<file path="config.mk">
export PLATFORM = sky130hd
export DESIGN_NAME = adxl_xfer_sched
export DESIGN_NICKNAME = d
export VERILOG_FILES = /design/src/rtl/adxl_xfer_sched.sv
export SDC_FILE = /design/constraint.sdc
export NUM_CORES = 1
export LEC_CHECK = 0
export ABC_AREA = 0
export ABC_CLOCK_PERIOD_IN_PS = 6680
export CAP_MARGIN = 20
export CORE_MARGIN = 5
export CORE_UTILIZATION = 35
export DETAILED_ROUTE_END_ITERATION = 6
export PLACE_DENSITY_LB_ADDON = 0.05
export SLEW_MARGIN = 20
export SYNTH_ARGS = -nofsm -noshare
export SYNTH_HDL_FRONTEND = slang
export SYNTH_SLANG_ARGS = --single-unit
</file>
<file path="constraint.sdc">
create_clock -name iclk -period 6.68 [get_ports iclk]
set_clock_uncertainty 0.2 [all_clocks]
set_input_delay 1.67 -clock iclk [delete_from_list [all_inputs] [get_ports iclk]]
set_output_delay 1.67 -clock iclk [all_outputs]
set_load 0.05 [all_outputs]
</file>
<file path="src/rtl/adxl_xfer_sched.sv">
// Frame scheduler for the ADXL362 SPI link: power-up wait, one POWER_CTL write, then periodic
// X/Y/Z burst reads, interleaved between frames with host single-register accesses.
`timescale 1ns/1ps
module adxl_xfer_sched #(
   parameter int unsigned PWRUP_TICKS  = 24000,
   parameter int unsigned PERIOD_TICKS = 40000,
   parameter int unsigned GAP_TICKS    = 8,
   parameter logic [7:0]  PWRCTL_VAL   = 8'h02
) (
   input  logic        iclk,
   input  logic        rst,
   output logic        eng_cs_n,
   output logic        eng_start,
   output logic [7:0]  eng_tx,
   input  logic        eng_done,
   input  logic [7:0]  eng_rx,
   input  logic        host_req,
   input  logic        host_wr,
   input  logic [7:0]  host_addr,
   input  logic [7:0]  host_wdata,
   output logic        host_ack,
   output logic [7:0]  host_rdata,
   output logic [15:0] x_raw,
   output logic [15:0] y_raw,
   output logic [15:0] z_raw,
   output logic        xyz_valid,
   output logic        init_done
);

   localparam int unsigned PH_MAX = (PWRUP_TICKS > GAP_TICKS) ? PWRUP_TICKS : GAP_TICKS;
   localparam int PH_W  = $clog2(PH_MAX + 1);
   localparam int PER_W = $clog2(PERIOD_TICKS + 1);

   typedef enum logic [2:0] {
      S_PWRUP, S_INIT_FRM, S_SMP_FRM, S_HOST_FRM, S_GAP, S_IDLE
   } state_t;

   state_t           state;
   logic [PH_W-1:0]  ph_cnt;
   logic [PER_W-1:0] per_cnt;
   logic             pending;
   logic [3:0]       byte_idx;
   logic             busy;
   logic             gap_after_init;
   logic             hwr;
   logic [7:0]       haddr;
   logic [7:0]       hwdata;
   logic [39:0]      rx_sh;
   logic             is_last;
   logic             per_wrap;

   function automatic logic [7:0] frame_byte(input state_t st, input logic [3:0] idx,
                                             input logic wr, input logic [7:0] addr,
                                             input logic [7:0] wdata);
      logic [7:0] b;
      b = 8'h00;
      case (st)
         S_INIT_FRM: case (idx)
            4'd0:    b = 8'h0A;
            4'd1:    b = 8'h2D;
            default: b = PWRCTL_VAL;
         endcase
         S_SMP_FRM: case (idx)
            4'd0:    b = 8'h0B;
            4'd1:    b = 8'h0E;
            default: b = 8'h00;
         endcase
         S_HOST_FRM: case (idx)
            4'd0:    b = wr ? 8'h0A : 8'h0B;
            4'd1:    b = addr;
            default: b = wr ? wdata : 8'h00;
         endcase
         default: b = 8'h00;
      endcase
      return b;
   endfunction

   assign is_last  = (state == S_SMP_FRM) ? (byte_idx == 4'd7) : (byte_idx == 4'd2);
   assign per_wrap = init_done && (per_cnt == PER_W'(PERIOD_TICKS - 1));

   always_ff @(posedge iclk) begin
      if (rst) begin
         state          <= S_PWRUP;
         eng_cs_n       <= 1'b1;
         eng_start      <= 1'b0;
         eng_tx         <= 8'h00;
         host_ack       <= 1'b0;
         host_rdata     <= 8'h00;
         x_raw          <= 16'h0000;
         y_raw          <= 16'h0000;
         z_raw          <= 16'h0000;
         xyz_valid      <= 1'b0;
         init_done      <= 1'b0;
         ph_cnt         <= '0;
         per_cnt        <= '0;
         pending        <= 1'b0;
         byte_idx       <= 4'd0;
         busy           <= 1'b0;
         gap_after_init <= 1'b0;
      end else begin
         eng_start <= 1'b0;
         host_ack  <= 1'b0;
         xyz_valid <= 1'b0;

         if (init_done) per_cnt <= per_wrap ? '0 : per_cnt + 1'b1;

         case (state)
            S_PWRUP: begin
               if (ph_cnt == PH_W'(PWRUP_TICKS - 1)) begin
                  ph_cnt   <= '0;
                  eng_cs_n <= 1'b0;
                  byte_idx <= 4'd0;
                  busy     <= 1'b0;
                  state    <= S_INIT_FRM;
               end else begin
                  ph_cnt <= ph_cnt + 1'b1;
               end
            end
            S_INIT_FRM, S_SMP_FRM, S_HOST_FRM: begin
               // busy marks a byte in flight; eng_done is only honoured while it is set
               if (!busy) begin
                  eng_start <= 1'b1;
                  eng_tx    <= frame_byte(state, byte_idx, hwr, haddr, hwdata);
                  busy      <= 1'b1;
               end else if (eng_done) begin
                  rx_sh <= {eng_rx, rx_sh[39:8]};
                  if (is_last) begin
                     eng_cs_n       <= 1'b1;
                     busy           <= 1'b0;
                     ph_cnt         <= '0;
                     gap_after_init <= (state == S_INIT_FRM);
                     state          <= S_GAP;
                     if (state == S_SMP_FRM) begin
                        x_raw     <= rx_sh[15:0];
                        y_raw     <= rx_sh[31:16];
                        z_raw     <= {eng_rx, rx_sh[39:32]};
                        xyz_valid <= 1'b1;
                     end
                     if (state == S_HOST_FRM) begin
                        host_ack <= 1'b1;
                        if (!hwr) host_rdata <= eng_rx;
                     end
                  end else begin
                     byte_idx  <= byte_idx + 4'd1;
                     eng_start <= 1'b1;
                     eng_tx    <= frame_byte(state, byte_idx + 4'd1, hwr, haddr, hwdata);
                  end
               end
            end
            S_GAP: begin
               if (ph_cnt == PH_W'(GAP_TICKS - 1)) begin
                  state <= S_IDLE;
                  if (gap_after_init) init_done <= 1'b1;
               end else begin
                  ph_cnt <= ph_cnt + 1'b1;
               end
            end
            S_IDLE: begin
               if (pending) begin
                  pending  <= 1'b0;
                  eng_cs_n <= 1'b0;
                  byte_idx <= 4'd0;
                  busy     <= 1'b0;
                  state    <= S_SMP_FRM;
               end else if (host_req && init_done) begin
                  hwr      <= host_wr;
                  haddr    <= host_addr;
                  hwdata   <= host_wdata;
                  eng_cs_n <= 1'b0;
                  byte_idx <= 4'd0;
                  busy     <= 1'b0;
                  state    <= S_HOST_FRM;
               end
            end
            default: state <= S_PWRUP;
         endcase

         // an expiry landing on the same edge a pending sample is consumed counts as a new period
         if (per_wrap) pending <= 1'b1;
      end
   end

endmodule

</file>
==> impl_results.md, run 1 <==
* Status: finished clean
* Residual DRC at 0
* Post-Place Cells at between 900 and 1000
* CTS tree: yes
* Worst EP required at approximately 7 ns
* Pre-antenna DRT Iters at 4
* Crit path time final at approximately 3.8 ns
* Primary FF master, synth: dfxtp_1
* Filler Cell Count at ~1800
* CP Launch Type: input pin
* Largest net degree at the start of global routing at 69
* Initial DRC Count at 260
* Hold path startpoint: rx_sh[15]
* Final TNS setup at 0 ns
* YS warnings at 0
* Clk sinks at about 170
* Final Max Slew Viols at 0
* I/O pin count at 98
* Wirelength per Cell at 15.9 microns
* #FFs+latches synth at 167
* Dominant cells by area after synthesis: dfxtp_1 33%, edfxtp_1 26%, nand2_1 8.4%
* Initial antenna violation count at 0
* Worst-margin pin slew at 0.979 ns
* Setup Buffers After CTS at 0
* Total wire length at roughly 16000 microns
* Final Setup Violations at 0
* Worst r2r src: state[2]
* Crit share post-route at 57.2%
* Placed Instance Area at 7850 sq um
* Syn Area/Cell at 9.74 sq um
* Leakage power at 2.69 nW
* Hold EP: rx_sh[7]
* PwrDens at 243 nW/um^2
* Number of max-cap violations at 0
* Worst Hold Class: reg -> reg
* Max frequency at 0.262 GHz
* Register area share after synthesis at 58.3%
* CP most frequent cell: nand2_1
* Clock H-tree levels at 4
* Hold buffer count at CTS at 0
* Final Cell Area at 8450 sq um
* Top cells by count, synth: 151 x nand2_1, 110 x dfxtp_1, 79 x a21oi_1
* Worst skew pair latency at 0.42 ns
* Bufs on Longest Clock Path at 2
* First-pass GRT wire length at about 26000 microns
* Slowest Stage Delay on Critical Path at 0.84 ns
* Crit Path Category: in -> reg
* Vias at 5172
* Critical-path cell list: clkdlybuf4s50_1 -> nand2_1 -> nor2_1 -> and2_2 -> nand2_1 -> a21oi_1
* Area of the multi-input gates at 2630 sq um
* Share of cells above drive strength 1 at 6.88%
* Antenna Cells at 0
* Slowest cell on crit path: and2_2
* EDFF count, synth at 57
* Non-filler instance count after layout at 1019
* VDD IR max at 0.166 mV
* Cells on worst reg2reg path at 6
* Synth Instances at 689
* Crit Path Max Fanout at 48
* Final core utilization at a little under half
* Port bufs at 97
* Worst Hold Depth at 0
* RSZ-0062 raised after global routing: no
* Core area at 18800 sq um
* R2R setup slack at 3.44 ns
* Post-CTS sizing at 0
* Antenna viol nets, final at 0
* Initial Util at between 30 and 40%
* Share of the synthesized area in the top cell type at about a third
* Via/cell ratio at 5.08
* TritonCTS Buffers at 17
* FFs w/ async S/R, synth at 0%
* Crit path capture type: flip-flop
* Reg2reg end: x_raw[8]
* GR Util All Layers at 14.9%
* Nets@finish at 807
* Slew headroom at 34.5%
* Final HPWL DP at 10900 microns
* Aggregate global routing overflow at 0
* Die height at 148 microns
* Row count at 50
* Reg area at 3910 sq um
* Area of the die at between 20000 and 25000 sq um
* CTS clk-pin slew, worst paths at 0.07 ns
* Mapped cell area at 6710 sq um
* GPL Wtd Cong at 0.800
* Syn nets at just over 700
* Synth unique cells at between 60 and 70
* Fin. Hold Viols at 0
* Area grow syn2layout at 26.0%
* Post-synth top area cell: dfxtp_1
* Worst Path Arrival at 3.96 ns
* Root Driver: clkbuf_16
* Most frequent cell after synthesis: nand2_1
* Die X at 148 microns
* Vias in the first global route at between 5000 and 6000
logic make-up (layout without fill, tap and decap cells):
logic type	after synthesis	count (layout)	synth area share (%)
XOR/XNOR	24	24	3.13
adder cells (fa/ha/maj)	6	6	1.12
buffers and inverters	43	139	2.74
AO/OA/AOI/OAI	154	154	13.8
multiplexers	3	3	0.522
flip-flops	167	167	58.3
AND/OR/NAND/NOR	292	292	20.3
worst max-delay path by stage:
stage,start,endpoint,slack (ns),cells after the start
after floorplan,rst,rx_sh[0],1.19,3
after global placement,eng_done,x_raw[4],2.50,6
after detailed placement,eng_done,y_raw[5],2.40,6
after CTS,eng_done,x_raw[8],2.84,6
after global routing,eng_done,y_raw[5],2.65,6
final,eng_done,x_raw[8],2.86,6
cell type report:
class / instances / share of cell area, %
Inverter: 7 / 0.311
Tap cell: 234 / 3.46
Clock inverter: 15 / 2.13
Clock buffer: 17 / 5.03
Timing Repair Buffer: 100 / 11.7
Multi-Input combinational cell: 479 / 31.1
Sequential cell: 167 / 46.3
power breakdown:
group | total (mW) | internal [mW] | switching [mW]
combinational | 0.0367 | 0.0177 | 0.0190
sequential | 1.05 | 1.05 | 0.00191
clock | 0.972 | 0.506 | 0.466
registers in the layout, summed over array words and instances (netlist names):
signal,count
y_raw,16
host_rdata,8
busy,1
per_cnt,16
init_done,1
hwdata,8
ph_cnt,15
hwr,1
eng_tx,8
eng_cs_n,1
host_ack,1
byte_idx,4
eng_start,1
pending,1
state,3
rx_sh,40
gap_after_init,1
haddr,8
xyz_valid,1
x_raw,16
z_raw,16
per-stage QoR:
stage	setup slack (ns)	total power, mW	hold slack (ns)
final	2.86	2.06	0.246
after global routing	2.65	2.14	0.258
after CTS	2.84	2.09	0.250
after detailed placement	2.40	1.11	0.233
after global placement	2.50	1.11	0.232
after floorplan	1.19	1.09	0.226
layout by cell type, fill, tap and decap left out, types with 7 or more instances in the layout:
cell type	n
nand2_1	150
dfxtp_1	110
clkdlybuf4s50_1	96
a21oi_1	79
edfxtp_1	57
nor2_1	48
o21ai_0	26
clkbuf_16	17
nor3_1	15
xor2_1	15
nand3_1	14
nand4_1	11
xnor2_1	9
inv_1	7
layer usage:
layer	wire length, microns	global-route usage (%)
met3	1100	5.51
met4	138	3.79
met1	7580	19.5
met2	7400	23.4
met5	0	0
worst max-delay path, delay by kind of cell:
family / cells / cell delay [ns]
and+or+nand+nor: 4 / 1.56
buffers and inverters: 1 / 0.55
AOI/OAI and AO/OA: 1 / 0.16
Note: power is estimated with default switching activity, not from simulation.
==> run 2: changes to the inputs <==
ABC_CLOCK_PERIOD_IN_PS = 3700   (was 6680)
clock period = 3.7 ns   (was 6.68 ns; I/O delays follow)
==> run 2 against run 1 <==
Compared with the run above:
- combinational power increased by 83%
- power increased by 81%
- cell count increased by 0.69%
- sequential power increased by 80%
- sequential share of layout area decreased by 0.34 points
- largest power group unchanged
- critical endpoint is now init_done
- critical path type is now reg -> out
==> impl_results.md, run 2 (synthesis results as in run 1) <==
* Clk sinks at 167 (unchanged)
* CP top delay family: buffers and inverters
* Worst Path Arrival at 1.90 ns (-2.06 ns)
* Residual DRC at 0 (unchanged)
* Antenna viol nets, final at 0 (unchanged)
* Worst skew pair latency at 0.42 ns (about the same)
* Initial Util at 35.7% (unchanged)
* RSZ-0062 raised after global routing: no
* TritonCTS Buffers at 17 (unchanged)
* Largest net degree at the start of global routing at 53 (-23%)
* Worst Hold Class: reg -> reg
* Initial DRC Count at 270 (+3.8%)
* Post-CTS sizing at 0 (unchanged)
* VDD IR max at 0.312 mV (+88%)
* Vias at 5232 (+1.2%)
* Final core utilization at 45.4% (+0.33 points)
* GR Util All Layers at 15.1% (+0.23 points)
* Hold buffer count at CTS at 0 (unchanged)
* Commonest non-fill, non-tap cells in the layout: 150 x nand2_1, 110 x dfxtp_1, 96 x clkdlybuf4s50_1
* I/O pin count at 98 (unchanged)
* Status: finished clean
* Largest register FFs at 40 (unchanged)
* Final Max Slew Viols at 0 (unchanged)
* Die height at 148 microns (unchanged)
* Aggregate global routing overflow at 0 (unchanged)
* GPL Wtd Cong at 0.847 (+6.0%)
* Setup Buffers After CTS at 0 (unchanged)
* Final Setup Violations at 0 (unchanged)
* CTS clk-pin slew, worst paths at 0.06 ns (about the same)
* Nets@finish at 814 (+0.87%)
* Port bufs at 97 (unchanged)
* Crit Path Max Fanout at 12 (-75%)
* Total wire length at 16400 microns (+1.1%)
* Slew headroom at 35.0% (+0.50 points)
* Final HPWL DP at 11100 microns (+1.8%)
* Worst-margin pin slew at 0.973 ns (-0.00620 ns)
* Crit path capture type: output pin
* Row count at 50 (unchanged)
* Biggest register: rx_sh
* Share of cells above drive strength 1 at 7.70% (+0.82 points)
* Fin. Hold Viols at 0 (unchanged)
* Crit share post-route at between 80 and 90%
* Critical-path cell list: clkdlybuf4s50_1
* Leakage power at 2.73 nW (+1.6%)
* R2R setup slack at 0.86 ns (-2.58 ns)
* Area grow syn2layout at 26.9%
* Crit path time final at 3.02 ns
* WP buf/inv at 1 (unchanged)
* Crit Path Category: reg -> out
* Initial antenna violation count at 0 (unchanged)
* Number of max-cap violations at 0 (unchanged)
* Area of the die at 22000 sq um (unchanged)
* Final TNS setup at 0 ns (unchanged)
* Via/cell ratio at 5.10 (+0.47%)
* PwrDens at 438 nW/um^2 (+80%)
* Wirelength per Cell at 16.0 microns (+0.43%)
* Root Driver: clkbuf_16
* CP Launch Type: flip-flop
* Antenna Cells at 0 (unchanged)
* Max frequency at 0.331 GHz
* Slowest Stage Delay on Critical Path at 0.90 ns (+0.06 ns)
* Die X at 148 microns (unchanged)
* Slowest cell on crit path: clkdlybuf4s50_1
* Commonest non-fill, non-tap cell in the layout: nand2_1
* Vias in the first global route at 5309 (+3.8%)
* First-pass GRT wire length at 27200 microns (+3.0%)
* Pre-antenna DRT Iters at 4 (unchanged)
* Worst EP required at 2.57 ns (-4.25 ns)
* Bufs on Longest Clock Path at 2 (unchanged)
* CTS tree: yes
* Clock H-tree levels at 4 (unchanged)
* Core area at 18800 sq um (unchanged)
run 2: cell types whose count changed in the layout (fill, tap and decap cells not counted), sizes merged:
cell,change
buf,+7
clkbuf,+4
clkinvlp,+2
inv,+3
clkinv,-9
run 2: layer usage:
layer	vias to the layer above	global-route usage, %	routed length, microns
met5	-	0	0
met4	0	4.85	187
met3	19	5.33	1000
met2	115	23.0	7360
met1	2480	20.2	7850
li1	2618	-	-
run 2: where the power goes:
part           internal (mW)  switching [mW]
registers               1.89         0.00352
logic                 0.0326          0.0344
clock network          0.997           0.774
run 2: worst paths after layout:
kind / start / end / cells past startpoint
max: init_done / init_done / 1
min: rx_sh[12] / rx_sh[4] / 0
max reg2reg: byte_idx[1] / ph_cnt[14] / 7
min reg2reg: rx_sh[12] / rx_sh[4] / 0
run 2: final cells by class:
| class | instances | area (sq um) |
|---|---|---|
| Inverter | 7 | 26.3 |
| Clock inverter | 11 | 93.8 |
| Fill cell | 1792 | 10300 |
| Tap cell | 234 | 293 |
| Timing Repair Buffer | 107 | 1050 |
| Clock buffer | 21 | 503 |
| Sequential cell | 167 | 3910 |
| Multi-Input combinational cell | 479 | 2630 |
run 2: metrics by stage:
stage	total power, mW	worst slack (ns)	cell area [sq um]	hold slack [ns]	std cells
6_report	3.73	0.676	8510	0.246	1026
4_1_cts	3.79	0.645	8510	0.248	1026
5_1_grt	3.88	0.581	8510	0.264	1026
3_5_place_dp	2.00	0.579	7920	0.233	994
2_1_floorplan	1.96	0.0456	6710	0.226	689
3_3_place_gp	2.00	0.633	7920	0.235	994
==> run 3: changes to the inputs <==
ABC_CLOCK_PERIOD_IN_PS = 3000   (was 3700)
clock period = 3 ns   (was 3.7 ns; I/O delays follow)
==> run 3 against run 2 <==
Compared with the run above:
- power is 25% higher
- sequential power is 23% higher
- cell area is 2.0% higher
- critical path depth stayed put
- cell count is 1.3% higher
- sequential cell count stayed put
- critical endpoint is now y_raw[5]
- combinational power is 29% higher
- count of clock-buffer cells in the layout is 4 lower
- critical path type unchanged
==> impl_results.md, run 3 (synthesis results as in run 1) <==
* Clock H-tree levels at 4 (unchanged)
* CTS clk-pin slew, worst paths at 0.07 ns (about the same)
* Initial Util at 35.7% (unchanged)
* CP Launch Type: flip-flop
* Biggest register: rx_sh
* CTS tree: yes
* Final Max Slew Viols at 0 (unchanged)
* Initial antenna violation count at 0 (unchanged)
* Crit path time final at 2.57 ns
* Cells on worst reg2reg path at 8 (+1)
* Pre-antenna DRT Iters at 5 (+1)
* Fin. Hold Viols at 0 (unchanged)
* Crit Path Max Fanout at 2 (-10)
* Post-CTS sizing at 0 (unchanged)
* Slew headroom at 53.6% (+19 points)
* Crit Path Category: reg -> out
* Vias in the first global route at 5274 (-0.66%)
* Aggregate global routing overflow at 0 (unchanged)
* Initial DRC Count at 342 (+27%)
* Placed Instance Area at 8060 sq um (+1.8%)
* Bufs on Longest Clock Path at 2 (unchanged)
* GR Util All Layers at 15.5% (+0.33 points)
* Crit path capture type: output pin
* First-pass GRT wire length at 27500 microns (+1.3%)
* I/O pin count at 98 (unchanged)
* Leakage power at 2.83 nW (+3.3%)
* Non-filler instance count after layout at 1039 (+1.3%)
* WP buf/inv at 1 (unchanged)
* VDD IR max at 0.397 mV (+27%)
* Setup Buffers After CTS at 0 (unchanged)
* Die height at 148 microns (unchanged)
* GPL Wtd Cong at 0.840 (-0.80%)
* Commonest non-fill, non-tap cells in the layout: 150 x nand2_1, 110 x dfxtp_1, 96 x clkdlybuf4s50_1
* Antenna Cells at 0 (unchanged)
* Residual DRC at 0 (unchanged)
* Worst r2r src: byte_idx[0]
* Hold path startpoint: rx_sh[24]
* Max frequency at roughly 0.39 GHz
* Commonest non-fill, non-tap cell in the layout: nand2_1
* Worst-margin pin slew at 0.696 ns (-0.277 ns)
* Final TNS setup at 0 ns (unchanged)
* Die X at 148 microns (unchanged)
* Worst EP required at 2.05 ns (-0.52 ns)
* Critical-path cell list: clkdlybuf4s50_1
* CP top delay family: buffers and inverters
* Largest register FFs at 40 (unchanged)
* Core area at 18800 sq um (unchanged)
* Share of cells above drive strength 1 at 9.19% (+1.5 points)
* Slowest cell on crit path: clkdlybuf4s50_1
* Antenna viol nets, final at 0 (unchanged)
* Nets@finish at 827 (+1.6%)
* Clk sinks at 167 (unchanged)
* Worst Hold Depth at 0 (unchanged)
* Via/cell ratio at 5.15 (+0.96%)
* Slowest Stage Delay on Critical Path at 0.82 ns (-0.08 ns)
* Wirelength per Cell at 16.1 microns (+0.75%)
* Reg2reg end: eng_tx[6]
* PwrDens at 536 nW/um^2 (+22%)
* Final HPWL DP at 11300 microns (+2.3%)
* Post-Place Cells at 1007 (+1.3%)
* Hold EP: rx_sh[16]
* Largest net degree at the start of global routing at 57 (+7.5%)
* Worst skew pair latency at 0.42 ns (about the same)
* R2R setup slack at 0.43 ns (-0.43 ns)
* Status: finished clean
* Area grow syn2layout at 29.5%
* Crit share post-route at 85.7%
* TritonCTS Buffers at 17 (unchanged)
* Hold buffer count at CTS at 0 (unchanged)
* Final Cell Area at 8680 sq um (+2.0%)
* Port bufs at 97 (unchanged)
* Worst Hold Class: reg -> reg
* Final Setup Violations at 0 (unchanged)
* Worst Path Arrival at 1.62 ns (-0.28 ns)
* Total wire length at 16700 microns (+2.0%)
* Row count at 50 (unchanged)
* Overall Power at 4.66 mW (+25%)
* Number of max-cap violations at 0 (unchanged)
* Vias at 5349 (+2.2%)
* Root Driver: clkbuf_16
* Area of the die at 22000 sq um (unchanged)
* RSZ-0062 raised after global routing: no
* Final core utilization at 46.3% (+0.90 points)
-- run 3: metrics by stage --
step           setup slack, ns  hold slack, ns
2_1_floorplan            0.221           0.226
3_3_place_gp             0.179           0.230
3_5_place_dp             0.138           0.233
4_1_cts                  0.401           0.250
5_1_grt                  0.250           0.256
6_report                 0.429           0.245
-- run 3: final cells by class --
type | instances | area, sq um
clock buffer | 17 | 425
fill | 1781 | 10100
timing repair buffer | 120 | 1190
tap | 234 | 293
clock inverter | 15 | 194
multi-input combinational | 479 | 2640
inverter | 7 | 26.3
sequential | 167 | 3910
-- run 3: power by group --
group | internal [mW] | leakage [nW] | switching [mW]
clock | 1.15 | 0.302 | 1.09
sequential | 2.33 | 1.40 | 0.00419
combinational | 0.0426 | 1.13 | 0.0440
-- run 3: how the worst max path moves through the flow --
stage                          from   endpoint  slack (ns)  cells after the start
final                      y_raw[5]   y_raw[5]        0.43                      1
after global routing      ph_cnt[0]   state[0]        0.25                      7
after CTS                  y_raw[4]   y_raw[4]        0.40                      1
after detailed placement   eng_done  ph_cnt[5]        0.14                      6
after global placement     eng_done  ph_cnt[5]        0.18                      6
after floorplan                 rst   haddr[0]        0.22                      3
-- run 3: metal layers --
metal | part of all wire (%) | up-vias | wire length [microns] | track usage, %
met5 | 0 | - | 0 | 0
met4 | 0.93 | 0 | 155 | 4.11
met3 | 7.6 | 11 | 1270 | 5.94
met2 | 45 | 147 | 7540 | 23.6
met1 | 46 | 2550 | 7770 | 20.6
li1 | - | 2641 | - | -
